[src/rtl/store_checker_pkg.sv]
// store_checker_pkg
// Shared types and helpers for the store checker.
//   state_e      - checker FSM states (IDLE, ARMED, PASS, FAIL)
//   fail_code_e  - reason reported on fail_code when the check fails
//   idx_width()  - width of a table index, never narrower than one bit
package store_checker_pkg;

  typedef enum logic [1:0] {
    ST_IDLE  = 2'd0,
    ST_ARMED = 2'd1,
    ST_PASS  = 2'd2,
    ST_FAIL  = 2'd3
  } state_e;

  typedef enum logic [1:0] {
    FC_NONE          = 2'd0,
    FC_DATA_MISMATCH = 2'd1,
    FC_UNEXPECTED    = 2'd2,
    FC_TIMEOUT       = 2'd3
  } fail_code_e;

  function automatic int idx_width(input int depth);
    return (depth > 1) ? $clog2(depth) : 1;
  endfunction

endpackage

[src/rtl/store_checker_table.sv]
// store_checker_table
// Expected-store table: one (valid, addr, data, hit) record per entry.
// Ports:
//   i_clk, i_rst_n            - clock, asynchronous active-low reset
//   i_wr_en/idx/valid/addr/data - entry write; an index >= DEPTH is dropped
//   i_clr_hits                - clear every hit bit (new check starting)
//   i_set_hit, i_hit_idx      - mark one entry as matched
//   o_valid, o_hit            - per-entry valid and hit flags
//   o_addr, o_data            - per-entry expected address and data
module store_checker_table
  import store_checker_pkg::*;
#(
  parameter int ADDR_W = 32,
  parameter int DATA_W = 32,
  parameter int DEPTH  = 4,
  parameter int IDX_W  = 2
) (
  input  logic                           i_clk,
  input  logic                           i_rst_n,
  input  logic                           i_wr_en,
  input  logic [IDX_W-1:0]               i_wr_idx,
  input  logic                           i_wr_valid,
  input  logic [ADDR_W-1:0]              i_wr_addr,
  input  logic [DATA_W-1:0]              i_wr_data,
  input  logic                           i_clr_hits,
  input  logic                           i_set_hit,
  input  logic [IDX_W-1:0]               i_hit_idx,
  output logic [DEPTH-1:0]               o_valid,
  output logic [DEPTH-1:0]               o_hit,
  output logic [DEPTH-1:0][ADDR_W-1:0]   o_addr,
  output logic [DEPTH-1:0][DATA_W-1:0]   o_data
);

  logic [DEPTH-1:0]             r_valid;
  logic [DEPTH-1:0]             r_hit;
  logic [DEPTH-1:0][ADDR_W-1:0] r_addr;
  logic [DEPTH-1:0][DATA_W-1:0] r_data;

  // Indices are decoded by comparing against each entry number, so an
  // out-of-range index simply selects nothing.
  always_ff @(posedge i_clk or negedge i_rst_n) begin
    if (!i_rst_n) begin
      r_valid <= '0;
      r_hit   <= '0;
      r_addr  <= '0;
      r_data  <= '0;
    end else begin
      for (int i = 0; i < DEPTH; i++) begin
        if (i_wr_en && (i_wr_idx == IDX_W'(i))) begin
          r_valid[i] <= i_wr_valid;
          r_addr[i]  <= i_wr_addr;
          r_data[i]  <= i_wr_data;
        end
        if (i_clr_hits) begin
          r_hit[i] <= 1'b0;
        end else if (i_set_hit && (i_hit_idx == IDX_W'(i))) begin
          r_hit[i] <= 1'b1;
        end
      end
    end
  end

  assign o_valid = r_valid;
  assign o_hit   = r_hit;
  assign o_addr  = r_addr;
  assign o_data  = r_data;

endmodule

[config.mk]
export PLATFORM = sky130hd
export DESIGN_NAME = store_checker_table
export DESIGN_NICKNAME = d
export VERILOG_FILES = /design/src/rtl/store_checker_pkg.sv /design/src/rtl/store_checker_table.sv
export SDC_FILE = /design/constraint.sdc
export NUM_CORES = 1
export LEC_CHECK = 0
export ABC_CLOCK_PERIOD_IN_PS = 900
export BUFFER_PORTS_ARGS = -buffer_cell sky130_fd_sc_hd__buf_2
export CORE_ASPECT_RATIO = 1.5
export CORE_UTILIZATION = 51
export DETAILED_ROUTE_END_ITERATION = 8
export PLACE_DENSITY = 0.88
export SKIP_CTS_REPAIR_TIMING = 1
export SLEW_MARGIN = 20
export SYNTH_ARGS = -nofsm -noshare
export SYNTH_HDL_FRONTEND = slang
export SYNTH_SLANG_ARGS = --single-unit
[constraint.sdc]
create_clock -name i_clk -period 0.9 [get_ports i_clk]
set_input_delay 0.045 -clock i_clk [delete_from_list [all_inputs] [get_ports i_clk]]
set_output_delay 0.045 -clock i_clk [all_outputs]
set_load 0.05 [all_outputs]
==> metrics.md <==
| Metric | Value |
|---|---|
| Outcome | complete, but fails checks |
| Failing checks | setup timing |
| Multiplexer share of the synthesized area | 32.15% |
| Pre-CTS setup slack | -0.3901 ns |
| Leading area contributor after synthesis | dfrtp_1 |
| Data required time at the worst endpoint | 0.85 ns |
| Mapped Nets | approximately 640 |
| Dpl cells | 1177 |
| RePlAce Congestion | 0.7810 |
| Final period util | 133.5% |
| Maximum VDD drop | 0.002125 V |
| Synth top cells by count | 264 x dfrtp_1, 100 x mux2_1, 100 x mux2_4 |
| Via count | 7480 |
| WHS | approximately 0.0017 ns |
| Power Dens Cells | 2782 nW/µm² |
| Clock transition at path regs | 0.07 ns |
| Leak | 8.284 nW |
| CTS tree | built |
| Fin. Hold Viols | 0 |
| Synth Area in XOR/XNOR | 0% |
| Simple-gate share of the synthesized area | 0.5845% |
| Avg Inst Size Synth | 18.12 µm² |
| Cells after synthesis | 567 |
| CTS Buffer Depth | 3 |
| Antenna-violating nets left | 0 |
| Die Ht | 175.8 µm |
| Fmax | ~830 MHz |
| MaxCap Viol Count | 0 |
| Worst Tran Pin Value | around 0.35 ns |
| Root Driver | clkbuf_16 |
| Hold/Removal Path Class | input port to async pin |
| Synth Cell Area | 10270 µm² |
| Vias in the first global route | 6999 |
| Chip Width | 117.9 µm |
| Post-synth top area share | 64.30% |
| Antenna fix cells | 0 |
| Final Critical Period | 1.202 ns |
| First-pass GRT wire length | around 40 mm |
| Type of destination of the critical path | output port |
| I/O pin count | 338 |
| Synth-to-Final Area Change | 67.23% |
| Synth Area in Compound Gates | 0.2070% |
| Crit path buf inv count | 1 |
| Rel. slew slack | between 70% and 80% |
| Sequential element share of the synthesized area | approximately 64% |
| Share of cells above drive strength 1 | 87.52% |
| Crit-path max FO | 2 |
| Post-synth ARST share | 100.0% |
| CP Launch Type | flip-flop |
| # rows | 63 |
| Slowest stage cell, crit path | dfrtp_2 |
| Top_reg_cell synth | dfrtp_1 |
| GRT Residual Overflow | 0 |
| Final wirelength | roughly 37 mm |
| Post-Synth Adder-Cell Area | 0% |
| DRC viols | 0 |
| Initial antenna violation count | 0 |
| H-Tree Depth | 1 |
| Post-synthesis register bit count | roughly 260 |
| Setup CP Type | flip-flop to output port |
| DR pass1 iterations | 4 |
| Area contributors post-synth | dfrtp_1 64%, mux2_4 15%, mux2_1 11%, mux2_2 6.6%, buf_6 2.2% |
| Initial Utilization | 51.93% |
| Fin cells | roughly 1400 |
| Crit path cell chain | buf_6 |
| Distinct cells, synth | 15 |
| NumNets Final | 1168 |
| Post-DP HPWL | ~18 mm |
| RSZ-0062 raised after global routing | true |
| Clk_skew | 0 ns |
| Avg WL per Cell | 26.68 µm |
| Yosys warns | 0 |
| Setup ws final | -0.3016 ns |
| Via density | between 5 and 6 |
| CP arrival | 1.16 ns |
| Die area | 20730 µm² |
| Largest net degree at the start of global routing | 45 |
| Family with the most delay on the worst path | flip-flops |
| CP max stage delay | ~0.45 ns |
| Largest family of logic cells by synthesized area | multiplexers |
| Final setup viols | 344 |
| CTS Sinks | roughly 260 |
| All-Layer GR Usage | between 20% and 30% |
| Final slew viol count | 0 |
| Dominant cell by count in the synthesized netlist | dfrtp_1 |
| Number of flops mapped to enable cells by yosys | 0 |
| Initial DRC count | 346 |
| Setup TNS | -66.64 ns |
| I/O Buffers | 337 |
| Cts bufs inserted | 26 |
| Total power | 47.81 mW |
| Core area | between 15000 and 20000 µm² |
| Later-pin clock latency in the skew report | around 0.53 ns |
path summary, 6_finish.rpt:
path / from / end / slack (ns) / cells after the start
setup / recovery: o_addr[9] / o_addr[9] / -0.30 / 1
hold reg to reg: o_addr[29] / o_addr[29] / 0.52 / 1
min in group i_clk: i_wr_idx[0] / o_data[1] / 0.17 / 4
setup reg to reg: o_data[28] / o_data[28] / -0.09 / 2
max in group asynchronous: i_rst_n / o_data[64] / 0.25 / 3
hold / removal: i_rst_n / o_addr[99] / 0.002 / 2
cell usage in the layout, fill, tap and decap left out, types with 19 or more instances in the layout:
cell type | Yosys | routed
buf_4 | 3 | 101
mux2_4 | 100 | 199
dfrtp_2 | 0 | 261
mux2_1 | 100 | 46
buf_8 | 0 | 23
dlygate4sd3_1 | 0 | 70
buf_12 | 0 | 19
buf_6 | 20 | 242
clkbuf_16 | 0 | 27
buf_2 | 5 | 72
metal layers:
layer / track usage (%) / vias up / share of wire [%]
li1: - / 3040 / -
met1: 29.58 / 3866 / 35
met2: 44.39 / 422 / 53
met3: 3.117 / 152 / 5.6
met4: 12.82 / 0 / 6.8
met5: 0 / - / 0
flip-flops by register name, summed over array words and instances, names as in the netlist:
| name | cells |
|---|---|
| o_addr | 128 |
| o_data | 128 |
| o_hit | 4 |
| o_valid | 4 |
kinds of logic after synthesis:
group | count (synthesis)
flops | 264
mux | 260
buf+inv | 31
simple gates | 8
compound gates | 4
final cells by class:
type	instances	area, µm²
multi-input combinational	272	3775
fill	739	2603
inverter	3	11.26
tap	260	325.3
sequential	264	6933
timing repair buffer	527	5270
clock buffer	40	774.5
clock inverter	8	93.84
metrics by stage:
stage          utilization [%]  instance area, µm²
2_1_floorplan                -               11030
3_3_place_gp             67.15               13290
3_5_place_dp             67.15               13290
4_1_cts                  71.54               14150
5_1_grt                  86.85               17180
6_report                 86.85               17180
power by group:
group | internal (mW) | total, mW | switching [mW]
clock network | 6.51 | 11.3 | 4.74
registers | 14.5 | 16.7 | 2.17
logic | 8.30 | 19.8 | 11.5
Note: power is estimated with default switching activity, not from simulation.
